==> config.mk <==
export PLATFORM = sky130hd
export DESIGN_NAME = panel_debounce
export DESIGN_NICKNAME = d
export VERILOG_FILES = /design/src/rtl/panel_debounce.sv
export SDC_FILE = /design/constraint.sdc
export NUM_CORES = 1
export LEC_CHECK = 0
export CORE_ASPECT_RATIO = 0.75
export CORE_MARGIN = 4
export CORE_UTILIZATION = 35
export CTS_BUF_LIST = sky130_fd_sc_hd__clkbuf_16
export DETAILED_ROUTE_END_ITERATION = 7
export SYNTH_ARGS = -nofsm -noshare
export SYNTH_HDL_FRONTEND = slang
export SYNTH_SLANG_ARGS = --single-unit
export TNS_END_PERCENT = 10
==> constraint.sdc <==
create_clock -name clk -period 4.2 [get_ports clk]
set_input_delay 0.84 -clock clk [delete_from_list [all_inputs] [get_ports clk]]
set_output_delay 0.84 -clock clk [all_outputs]
set_load 0.01 [all_outputs]
==> src/rtl/panel_debounce.sv <==
// Front-panel input conditioner: per-bit 2-flop sync, tick-sampled stability debounce,
// registered rise/fall pulses and sticky event flags. `event` is reserved, so the flags are `events`.
module panel_debounce_lane #(
    parameter int   STABLE_TICKS = 4,
    parameter int   CW           = 3,
    parameter logic RST_BIT      = 1'b0
) (
    input  logic clk,
    input  logic reset_n,
    input  logic tick,
    input  logic sample,
    input  logic clr,
    output logic out,
    output logic rise,
    output logic fall,
    output logic evt,
    output logic evt_nxt
);
    logic [CW-1:0] cnt;

    // Set has priority over clear so an edge landing with clr is never lost.
    assign evt_nxt = rise | fall | (evt & ~clr);

    always_ff @(posedge clk or negedge reset_n) begin
        if (!reset_n) begin
            cnt  <= '0;
            out  <= RST_BIT;
            rise <= 1'b0;
            fall <= 1'b0;
            evt  <= 1'b0;
        end else begin
            rise <= 1'b0;
            fall <= 1'b0;
            evt  <= evt_nxt;
            if (tick) begin
                if (sample == out) begin
                    cnt <= '0;
                end else if (cnt == CW'(STABLE_TICKS - 1)) begin
                    out  <= sample;
                    cnt  <= '0;
                    rise <= sample;
                    fall <= ~sample;
                end else begin
                    cnt <= cnt + CW'(1);
                end
            end
        end
    end
endmodule

module panel_debounce #(
    parameter int               WIDTH        = 4,
    parameter int               CLK_HZ       = 50000000,
    parameter int               TICK_HZ      = 50000,
    parameter int               STABLE_TICKS = 4,
    parameter logic [WIDTH-1:0] RESET_VAL    = '0
) (
    input  logic             clk,
    input  logic             reset_n,
    input  logic [WIDTH-1:0] in,
    input  logic [WIDTH-1:0] clr,
    output logic [WIDTH-1:0] out,
    output logic [WIDTH-1:0] rise,
    output logic [WIDTH-1:0] fall,
    output logic [WIDTH-1:0] events,
    output logic             any_event,
    output logic             tick
);
    localparam int DIV = CLK_HZ / TICK_HZ;
    localparam int DW  = $clog2(DIV);
    localparam int CW  = $clog2(STABLE_TICKS) + 1;

    logic [DW-1:0]           div_cnt;
    logic [1:0][WIDTH-1:0]   sync_pipe;
    logic [WIDTH-1:0]        evt_nxt;

    always_ff @(posedge clk or negedge reset_n) begin
        if (!reset_n)                         div_cnt <= '0;
        else if (div_cnt == DW'(DIV - 1))     div_cnt <= '0;
        else                                  div_cnt <= div_cnt + DW'(1);
    end

    assign tick = (div_cnt == DW'(DIV - 1));

    always_ff @(posedge clk or negedge reset_n) begin
        if (!reset_n) begin
            sync_pipe <= {RESET_VAL, RESET_VAL};
        end else begin
            sync_pipe[0] <= in;
            sync_pipe[1] <= sync_pipe[0];
        end
    end

    for (genvar gi = 0; gi < WIDTH; gi++) begin : g_lane
        panel_debounce_lane #(
            .STABLE_TICKS (STABLE_TICKS),
            .CW           (CW),
            .RST_BIT      (RESET_VAL[gi])
        ) u_lane (
            .clk     (clk),
            .reset_n (reset_n),
            .tick    (tick),
            .sample  (sync_pipe[1][gi]),
            .clr     (clr[gi]),
            .out     (out[gi]),
            .rise    (rise[gi]),
            .fall    (fall[gi]),
            .evt     (events[gi]),
            .evt_nxt (evt_nxt[gi])
        );
    end

    // Registered from next-state flags so it lines up with events.
    always_ff @(posedge clk or negedge reset_n) begin
        if (!reset_n) any_event <= 1'b0;
        else          any_event <= |evt_nxt;
    end
endmodule

After elaboration in Yosys (flattened, before gate mapping)
Index checks and enable logic that the tools add are counted.
Widths: inputs -> output; s select.

cells by class
  $add $sub $neg = 5
  eq/ne operators = 9
  multiplexer cells = 33
  bitwise gates (word level) = 24
  reduce and logical (&&, ||, !) cells = 5

operators by type and width
  operator               number
  $mux 1                 24
  $mux 3                 8
  $add 3x1->3 const B    4
  $eq 3x2->1 const B     4
  $not 1->1              12
  $reduce_and 3->1       4
  $add 10x1->10 const B  1
  $eq 10x10->1 const B   1
  $mux 10                1
  $or 1x1->1             8
  $and 1x1->1            4
  $eq 1x1->1             4
  $reduce_or 4->1        1

storage, ports and cells
  register bits after elaboration = 47
  output and inout bits = 18

Longest topological paths before layout
Gate-level depths: netlist of run 1.

  depth after elaboration = 4
  depth in mapped cells = 8

By module
From an unflattened synthesis of run 1, not the netlist that was laid out.

unflattened totals
  cells, all modules = 157
  area total of the unflattened synthesis = 1951.9 um^2

by module, submodules not included
  module               instances  cells each  area an instance (um^2)
  panel_debounce_lane  4          26          309.0
  panel_debounce       1          53          715.7

Least setup slack after synthesis of run 1
Ideal clock, no wire load.

  path kind = reg-to-output
  start point = register div_cnt[0]
  end point = output port tick
  arrival time = 1.502 ns
  data required time = 3.360 ns
  setup slack = 1.858 ns
  cell stages (with the launch flop) = 8
  buffers on the path = 3
  cell sequence = dfrtp_1 > ha_1 > nand4bb_1 > buf_2 > or3_1 > buf_6 > clkinv_4 > buf_12

on the way
  cells in the longest elaborated chain, start to end = 1

RTL lines
  item                    line  text
  from (decl)             73    logic [DW-1:0] div_cnt;
  from (signal assigned)  80    else div_cnt <= div_cnt + DW'(1);
  $eq 10x10->1            83    assign tick = (div_cnt == DW'(DIV - 1));
  to (decl)               67    output logic tick

Every way passes these cells.

Worst setup path after layout of run 1
Same ends and word-level chain as after synthesis.

==> metrics, run 1 <==
TritonCTS clock tree yes; HP Class reg -> reg; die width 98.5 um; number of antenna violations at the first check in global routing 0; cells along the critical path ha_1 > nand4bb_1 > or3_1 > clkinv_4 > clkdlybuf4s50_1; Synth Warn # 0; fin area 2520 um2; drt wl/cell 13.4 um; ANT nets after route 0; Via Count 1365; synth-to-layout area growth 17.2%; RSZ-0062 raised after global routing no; period utilization 83.7%; DRT Wirelength 3730 um; initial core utilization 36.5%; Pins Over Slew Limit 0; Placed Instance Area 2350 um2; clk_lat worst skew 290 ps; Setup CP Type reg -> out; Setup violations, final 0; die area 7470 um2; synth unique cells 37; Fin. Hold Viols 0; max incr delay on CP 640 ps; maximum achievable frequency 0.284 GHz; Worst Setup EP tick; GPL Wtd Cong 0.813; Worst-Margin Slew 1020 ps; Tot GR Track Use 10.8%; DRT iter0 DRCs 43; crit path time final 3520 ps; Mapped Nets 200; CTS Buf Count 5; Final TNS setup 0 ps; filler instances 583; # IOs 28; worst path buffer plus inverter count 2; most common cell after layout, fill and taps aside dfrtp_1; FF-to-FF Start div_cnt[0]; # rows 24; Reg-to-Reg End g_lane[3].u_lane.cnt[0]; GR Overflow Total 0; CP Data Arrival Time 2680 ps; largest net degree at the start of global routing 48; via/cell ratio 4.91; clock tree buffer depth 2; CTS H-tree depth 2; critical path peak fanout 13; Hold Buf Count CTS 0; Post-Syn Area 2150 um2; Yosys reg bits 47; r2r setup slk 1910 ps; # diodes 0; core footprint 5890 um2; DR DRC count 0; CTS-repair resized insts 0; commonest cells after routing, fill and taps aside 47 x dfrtp_1, 26 x clkdlybuf4s50_1, 13 x nor2_1, 12 x inv_1; PortBufs 27; number of global-route vias before repair 1374; syn_area_per_cell 11.6 um2; Setup Fix Bufs, Post-CTS 0; Setup Skew 5.79 ps; fin nets 214; first-pass GRT wire length 6410 um; Power Density 369 nW/um2; status finished clean; sequential share of the synthesized area 54.7%; startpoint type of the worst setup path register; height of the chip 75.9 um; worst vdd ir 0.251 mV; DR pass1 iterations 4; DP Worst Slack 1010 ps; CP max-delay cell or3_1; worst relative slew slack 32.3%; CP required 3360 ps; Max-Cap Viols 0; Worst R2R Path Depth 5; Clock Pin Slew Worst Setup and Hold Paths 60 ps; clock sink total 47; leakage dissipation 1.09 nW; gate count of the mapped netlist 185; DP HPWL 2710 um; critical path depth 5; Root Driver clkbuf_16; Critical path origin div_cnt[0]; nature of the critical path endpoint output pin; Final WS setup 684 ps; delay-heaviest family, CP simple AND/OR/NAND/NOR gates; layout cells sized above 1 10.0%
-- routing by layer --
| metal | wire length [um] | up-vias | part of all wire [%] | global-route usage (%) |
|---|---|---|---|---|
| met4 | 34 | 0 | 0.91 | 3.64 |
| met5 | 0 | - | 0 | 0 |
| met2 | 1690 | 29 | 45 | 17.8 |
| met3 | 182 | 4 | 4.9 | 3.11 |
| li1 | - | 661 | - | - |
| met1 | 1830 | 671 | 49 | 14.0 |
-- cell families after synthesis --
| logic type | after synthesis | share of synthesized area (%) |
|---|---|---|
| fa+ha+maj | 5 | 2.91 |
| mux | 9 | 5.59 |
| buf+inv | 33 | 10.0 |
| xor+xnor | 7 | 2.85 |
| simple gates | 60 | 16.2 |
| flops | 47 | 54.7 |
| compound gates | 24 | 7.74 |
-- Yosys cell counts --
library cell | instances | area (um2)
inv_1 | 12 | 45.0
ha_1 | 5 | 62.6
o41ai_1 | 3 | 26.3
nand3b_1 | 1 | 7.51
buf_12 | 1 | 20.0
o21a_1 | 4 | 30.0
buf_2 | 2 | 10.0
o311ai_0 | 1 | 8.76
nor4b_1 | 4 | 35.0
nand4_1 | 2 | 12.5
dfrtp_1 | 47 | 1180
buf_4 | 16 | 120
and2_1 | 1 | 6.26
o21ai_0 | 7 | 35.0
nor3b_1 | 3 | 22.5
xnor2_1 | 5 | 43.8
o21bai_1 | 1 | 7.51
nand2_1 | 2 | 7.51
or3_1 | 4 | 25.0
buf_6 | 1 | 11.3
mux2_2 | 4 | 45.0
nand2b_1 | 5 | 31.3
o31ai_1 | 4 | 30.0
clkinv_4 | 1 | 8.76
xor2_1 | 2 | 17.5
nor4_1 | 5 | 31.3
a21oi_1 | 2 | 10.0
nand3_1 | 5 | 25.0
a21bo_2 | 1 | 10.0
o31a_1 | 1 | 8.76
or4_1 | 1 | 7.51
or4b_2 | 1 | 10.0
nand4bb_1 | 1 | 11.3
mux2_4 | 5 | 75.1
nor2b_1 | 5 | 31.3
nor3_1 | 7 | 35.0
nor2_1 | 13 | 48.8
-- state kept, by name, indices dropped and copies added, names as in the netlist --
signal and count:
g_lane.u_lane.fall 4, g_lane.u_lane.cnt 12, any_event 1, g_lane.u_lane.evt 4
g_lane.u_lane.rise 4, g_lane.u_lane.out 4, sync_pipe 8, div_cnt 10
-- where the power goes --
| part | total, W | switching [W] | internal (W) |
|---|---|---|---|
| clock | 0.000448 | 0.000167 | 0.000281 |
| combinational | 0.0000216 | 0.0000126 | 0.00000908 |
| sequential | 0.000459 | 0.00000252 | 0.000457 |
-- layout make-up --
cell class	count	area, um2	share of cell area, %
Clock buffer	5	125	4.97
Clock inverter	3	42.5	1.69
Inverter	13	53.8	2.14
Multi-Input combinational cell	105	758	30.1
Sequential cell	47	1180	46.7
Tap cell	78	97.6	3.87
Timing Repair Buffer	27	265	10.5
-- worst min-delay path by stage --
stage / start / end / slack (ps) / cells past startpoint
3_3_place_gp: sync_pipe[1] / sync_pipe[5] / 330 / 0
2_1_floorplan: sync_pipe[0] / sync_pipe[4] / 330 / 0
3_5_place_dp: sync_pipe[0] / sync_pipe[4] / 340 / 0
4_1_cts: sync_pipe[0] / sync_pipe[4] / 350 / 0
5_1_grt: sync_pipe[0] / sync_pipe[4] / 360 / 0
6_report: sync_pipe[0] / sync_pipe[4] / 350 / 0
-- worst reg2reg max path: stages, from the launching register on --
cell and delay (ps):
dfrtp_1 390, ha_1 240, nand4bb_1 350, or3_1 640
clkinv_4 210, mux2_2 350
-- metrics by stage --
step	instances	total power [W]	util (%)	hold WS, ps
finish	278	0.000928	42.8	349
detailed placement	270	0.000490	39.9	336
global route	278	0.000965	42.8	361
floorplan	185	0.000472	-	331
global placement	270	0.000490	39.9	331
CTS	278	0.000943	42.8	352
No activity file was read; power rests on OpenSTA's default activity.
==> inputs of run 2 (changes only) <==
==> constraint.sdc (replaced) <==
create_clock -name clk -period 3.2 [get_ports clk]
set_input_delay 0.64 -clock clk [delete_from_list [all_inputs] [get_ports clk]]
set_output_delay 0.64 -clock clk [all_outputs]
set_load 0.01 [all_outputs]
==> metrics, run 2 (synthesis gave the netlist of run 1 again) <==
status finished clean; Met3 Routed Length 150 um (-18%); routed length on met1 1790 um (-2.5%); Final TNS setup 0 ps (unchanged); clk_lat worst skew 280 ps (about the same); first-pass GRT wire length 6480 um (+1.1%); Setup CP Type reg -> out; height of the chip 75.9 um (unchanged); DP HPWL 2670 um (-1.5%); filler instances 576 (-1.2%); CTS Buf Count 5 (unchanged); nature of the critical path endpoint output pin; Clock Pin Slew Worst Setup and Hold Paths 60 ps (about the same); startpoint type of the worst setup path register; # diodes 0 (unchanged); core footprint 5890 um2 (unchanged); Placed Instance Area 2360 um2 (+0.32%); CTS H-tree depth 2 (unchanged); clock sink total 47 (unchanged); top sig layer met4; CP required 2560 ps (-800 ps); critical path peak fanout 13 (unchanged); commonest cells after routing, fill and taps aside 47 x dfrtp_1, 26 x clkdlybuf4s50_1, 13 x nor2_1, 12 x inv_1; DR DRC count 0 (unchanged); worst relative slew slack 33.1% (+0.79 points); via/cell ratio 4.71 (-4.1%); initial core utilization 36.5% (unchanged); Setup Skew 4.38 ps (-1.42 ps); max incr delay on CP 560 ps (-80 ps); synth-to-layout area growth 15.9%; Root Driver clkbuf_16; Pint 0.000892 W (+20%); TritonCTS clock tree yes; biggest regs g_lane.u_lane.cnt x12, div_cnt x10, sync_pipe x8; Logic pwr share 2.6% (+0.3 points); cells along the critical path ha_1 > nand4bb_1 > or3_1 > clkinv_4 > clkdlybuf4s50_1; die area 7470 um2 (unchanged); RSZ-0062 raised after global routing no; leakage dissipation 1.08 nW (-0.97%); GR Overflow Total 0 (unchanged); register share of total power 54.2% (+4.8 points); fin nets 215 (+0.47%); fin area 2490 um2 (-1.0%); DR pass1 iterations 4 (unchanged); number of global-route vias before repair 1359 (-1.1%); Power Density 446 nW/um2 (+21%); most common cell after layout, fill and taps aside dfrtp_1; crit path time final 3000 ps; max FFs per register 12 (unchanged); Pwr Total 0.00111 W (+20%); GPL Wtd Cong 0.776 (-4.5%); met2 wire len 1640 um (-2.4%); # rows 24 (unchanged); DRT iter0 DRCs 46 (+7.0%); PortBufs 27 (unchanged); Setup violations, final 0 (unchanged); Largest Register g_lane.u_lane.cnt; largest net degree at the start of global routing 48 (unchanged); maximum achievable frequency 0.334 GHz; DRT Wirelength 3620 um (-3.1%); Tot GR Track Use 11.0% (+0.14 points); Worst-Margin Slew 1000 ps (-11.8 ps); period utilization 93.6%; Sw Share 19.7% (+0.13 points); Fin. Hold Viols 0 (unchanged); clock tree buffer depth 2 (unchanged); number of antenna violations at the first check in global routing 0 (unchanged); Setup Fix Bufs, Post-CTS 0 (unchanged); drt wl/cell 13.0 um (-3.1%); Psw 0.000219 W (+20%); CTS-repair resized insts 0 (unchanged); Pins Over Slew Limit 0 (unchanged); CP Data Arrival Time 2360 ps (-320 ps); worst vdd ir 0.247 mV (-1.5%); Via Count 1309 (-4.1%); layout cells sized above 1 10.0% (unchanged); final core utilization 42.3% (-0.45 points); HP Class reg -> reg; CP max-delay cell clkdlybuf4s50_1; die width 98.5 um (unchanged); Max-Cap Viols 0 (unchanged); ANT nets after route 0 (unchanged); # IOs 28 (unchanged); Hold Buf Count CTS 0 (unchanged); Clock power frac 43.2% (-5.0 points)
==> run 2: stage by stage <==
| step | cells | setup WS (ps) | hold slack (ps) |
|---|---|---|---|
| floorplan | 185 | 1060 | 331 |
| finish | 278 | 204 | 346 |
| detailed placement | 271 | 502 | 336 |
| global placement | 271 | 502 | 332 |
| CTS | 278 | 179 | 350 |
| global route | 278 | 58.2 | 356 |
==> run 2: final cells by class <==
class | count | area [um2] | area share [%]
well taps | 78 | 97.6 | 3.92
inverters | 13 | 53.8 | 2.16
repair buffers | 28 | 273 | 10.9
flip-flops and latches | 47 | 1180 | 47.2
clock inverters | 2 | 8.76 | 0.351
clock buffers | 5 | 125 | 5.02
multi-input cells | 105 | 758 | 30.4
==> run 2: power by group through the flow <==
stage | logic [W] | clock network, W | registers [W]
finish | 0.0000285 | 0.000480 | 0.000603
global route | 0.0000334 | 0.000521 | 0.000603
CTS | 0.0000303 | 0.000502 | 0.000603
detailed placement | 0.0000301 | 0 | 0.000614
global placement | 0.0000301 | 0 | 0.000613
floorplan | 0.00000632 | 0 | 0.000613
==> run 2: path summary, 6_finish.rpt <==
path,start,end,slack [ps],depth (start not counted)
setup / recovery,div_cnt[0],tick,200,5
hold / removal,sync_pipe[0],sync_pipe[4],350,0
setup reg to reg,div_cnt[0],g_lane[3].u_lane.cnt[0],1230,5
hold reg to reg,sync_pipe[0],sync_pipe[4],350,0
max in group asynchronous,reset_n,g_lane[3].u_lane.evt,2050,1
min in group asynchronous,reset_n,g_lane[2].u_lane.fall,530,1
==> run 2: worst max-delay path, delay by kind of cell (launching register included) <==
| family | cells | cell delay (ps) |
|---|---|---|
| buffers and inverters | 2 | 770 |
| and+or+nand+nor | 2 | 690 |
| DFF | 1 | 380 |
| adders and majority gates | 1 | 230 |
==> run 2: metal layers <==
layer  GRT usage (%)  vias to the layer above
met2            17.8                       19
met4            4.09                        0
met3            2.93                        5
met5               0                        -
met1            14.4                      626
li1                -                      659
==> inputs of run 3 (changes only) <==
--- a/config.mk
+++ b/config.mk
@@ -5,7 +5,6 @@
 export SDC_FILE = /design/constraint.sdc
 export NUM_CORES = 1
 export LEC_CHECK = 0
-export CORE_ASPECT_RATIO = 0.75
 export CORE_MARGIN = 4
 export CORE_UTILIZATION = 35
 export CTS_BUF_LIST = sky130_fd_sc_hd__clkbuf_16
==> constraint.sdc (replaced) <==
create_clock -name clk -period 3.47 [get_ports clk]
set_input_delay 0.694 -clock clk [delete_from_list [all_inputs] [get_ports clk]]
set_output_delay 0.694 -clock clk [all_outputs]
set_load 0.01 [all_outputs]
==> metrics, run 3 (synthesis gave the netlist of run 1 again) <==
# diodes 0 (unchanged); met2 wire len 1740 um (+6.1%); die width 86.4 um (-12%); fin area 2500 um2 (+0.30%); ANT nets after route 0 (unchanged); critical path peak fanout 13 (unchanged); GR Overflow Total 0 (unchanged); layout cells sized above 1 10.9% (+0.95 points); Setup CP Type reg -> out; fin nets 215 (unchanged); top sig layer met4; Final WS setup 388 ps (+185 ps); crit path time final 3080 ps; worst vdd ir 0.173 mV (-30%); leakage dissipation 1.08 nW (-0.12%); Pins Over Slew Limit 0 (unchanged); Met3 Routed Length 137 um (-8.7%); CP required 2780 ps (+220 ps); # IOs 28 (unchanged); filler instances 574 (-0.35%); DRT iter0 DRCs 83 (+80%); number of antenna violations at the first check in global routing 0 (unchanged); TritonCTS clock tree yes; Largest Register g_lane.u_lane.cnt; height of the chip 86.4 um (+14%); Via Count 1329 (+1.5%); # rows 28 (+17%); Max-Cap Viols 0 (unchanged); Setup violations, final 0 (unchanged); area used by multi-input combinational logic 758 um2 (unchanged); CTS-repair resized insts 0 (unchanged); first-pass GRT wire length 6360 um (-1.8%); Final TNS setup 0 ps (unchanged); Root Driver clkbuf_16; Worst-Margin Slew 1030 ps (+25.1 ps); drt wl/cell 13.3 um (+1.8%); worst relative slew slack 31.4% (-1.7 points); Clock Pin Slew Worst Setup and Hold Paths 60 ps (about the same); clock tree buffer depth 2 (unchanged); most common cell after layout, fill and taps aside dfrtp_1; Power Density 419 nW/um2 (-6.1%); DP Worst Slack 689 ps (+187 ps); Tot GR Track Use 11.1% (+0.091 points); post-route insts no fill 276 (-0.72%); clk_lat worst skew 290 ps (about the same); final core utilization 42.0% (-0.37 points); via/cell ratio 4.82 (+2.3%); CTS Buf Count 5 (unchanged); nature of the critical path endpoint output pin; Hold Buf Count CTS 0 (unchanged); CP Data Arrival Time 2390 ps (+30 ps); core footprint 5960 um2 (+1.2%); DP HPWL 2610 um (-2.1%); PortBufs 27 (unchanged); initial core utilization 36.1% (-0.43 points); CTS H-tree depth 2 (unchanged); maximum achievable frequency 0.325 GHz; DR pass1 iterations 4 (unchanged); RSZ-0062 raised after global routing no; placed cells 268 (-1.1%); status finished clean; routed length on met1 1720 um (-3.7%); Setup Skew 5.93 ps (+1.55 ps); startpoint type of the worst setup path register; GPL Wtd Cong 0.836 (+7.7%); largest net degree at the start of global routing 48 (unchanged); Setup Fix Bufs, Post-CTS 0 (unchanged); max FFs per register 12 (unchanged); biggest regs g_lane.u_lane.cnt x12, div_cnt x10, sync_pipe x8; die area 7460 um2 (-0.17%); synth-to-layout area growth 16.3%; HP Class reg -> reg; DRT Wirelength 3660 um (+1.0%); Placed Instance Area 2350 um2 (-0.16%); clock sink total 47 (unchanged); period utilization 88.8%; Fin. Hold Viols 0 (unchanged); DR DRC count 0 (unchanged); number of global-route vias before repair 1334 (-1.8%); commonest cells after routing, fill and taps aside 47 x dfrtp_1, 26 x clkdlybuf4s50_1, 13 x nor2_1, 12 x inv_1; register area 1180 um2 (unchanged)
[run 3: cell count changes in the layout (fill, tap and decap cells not counted), sizes merged]
cell	before	now
clkinvlp	0	2
clkinv	3	2
[run 3: worst max-delay path, stage by stage, from the launching register on]
cell,delay [ps]
dfrtp_1,390
ha_1,240
nand4bb_1,160
or3_1,550
clkinv_4,210
clkdlybuf4s50_1,560
[run 3: path summary, 6_finish.rpt]
check / startpoint / endpoint / cells past startpoint / slack [ps]
max: div_cnt[0] / tick / 5 / 390
min reg2reg: sync_pipe[2] / sync_pipe[6] / 0 / 350
min: sync_pipe[2] / sync_pipe[6] / 0 / 350
max in group asynchronous: reset_n / sync_pipe[3] / 1 / 2250
max reg2reg: div_cnt[0] / g_lane[2].u_lane.fall / 5 / 1430
min in group asynchronous: reset_n / sync_pipe[1] / 1 / 570
[run 3: report_power, final]
part	internal, W	leakage (nW)	switching, W	total, W
sequential	0.000553	0.624	0.00000298	0.000556
combinational	0.0000110	0.389	0.0000154	0.0000264
clock	0.000265	0.0658	0.000200	0.000465
[run 3: final cells by class]
| cell class | instances | share of cell area [%] |
|---|---|---|
| clock buffer | 5 | 5.01 |
| clock inverter | 3 | 0.801 |
| inverter | 13 | 2.15 |
| multi-input combinational | 105 | 30.3 |
| sequential | 47 | 47.0 |
| tap | 75 | 3.75 |
| timing repair buffer | 28 | 10.9 |
[run 3: stage by stage]
step	power (W)	hold slack, ps
floorplan	0.000571	331
global placement	0.000594	335
detailed placement	0.000594	336
CTS	0.00106	350
global route	0.00109	356
finish	0.00105	349
[run 3: layer usage]
| metal | vias up | track usage, % |
|---|---|---|
| met2 | 26 | 17.1 |
| met1 | 640 | 14.5 |
| li1 | 659 | - |
| met3 | 4 | 2.85 |
| met5 | - | 0 |
| met4 | 0 | 5.10 |
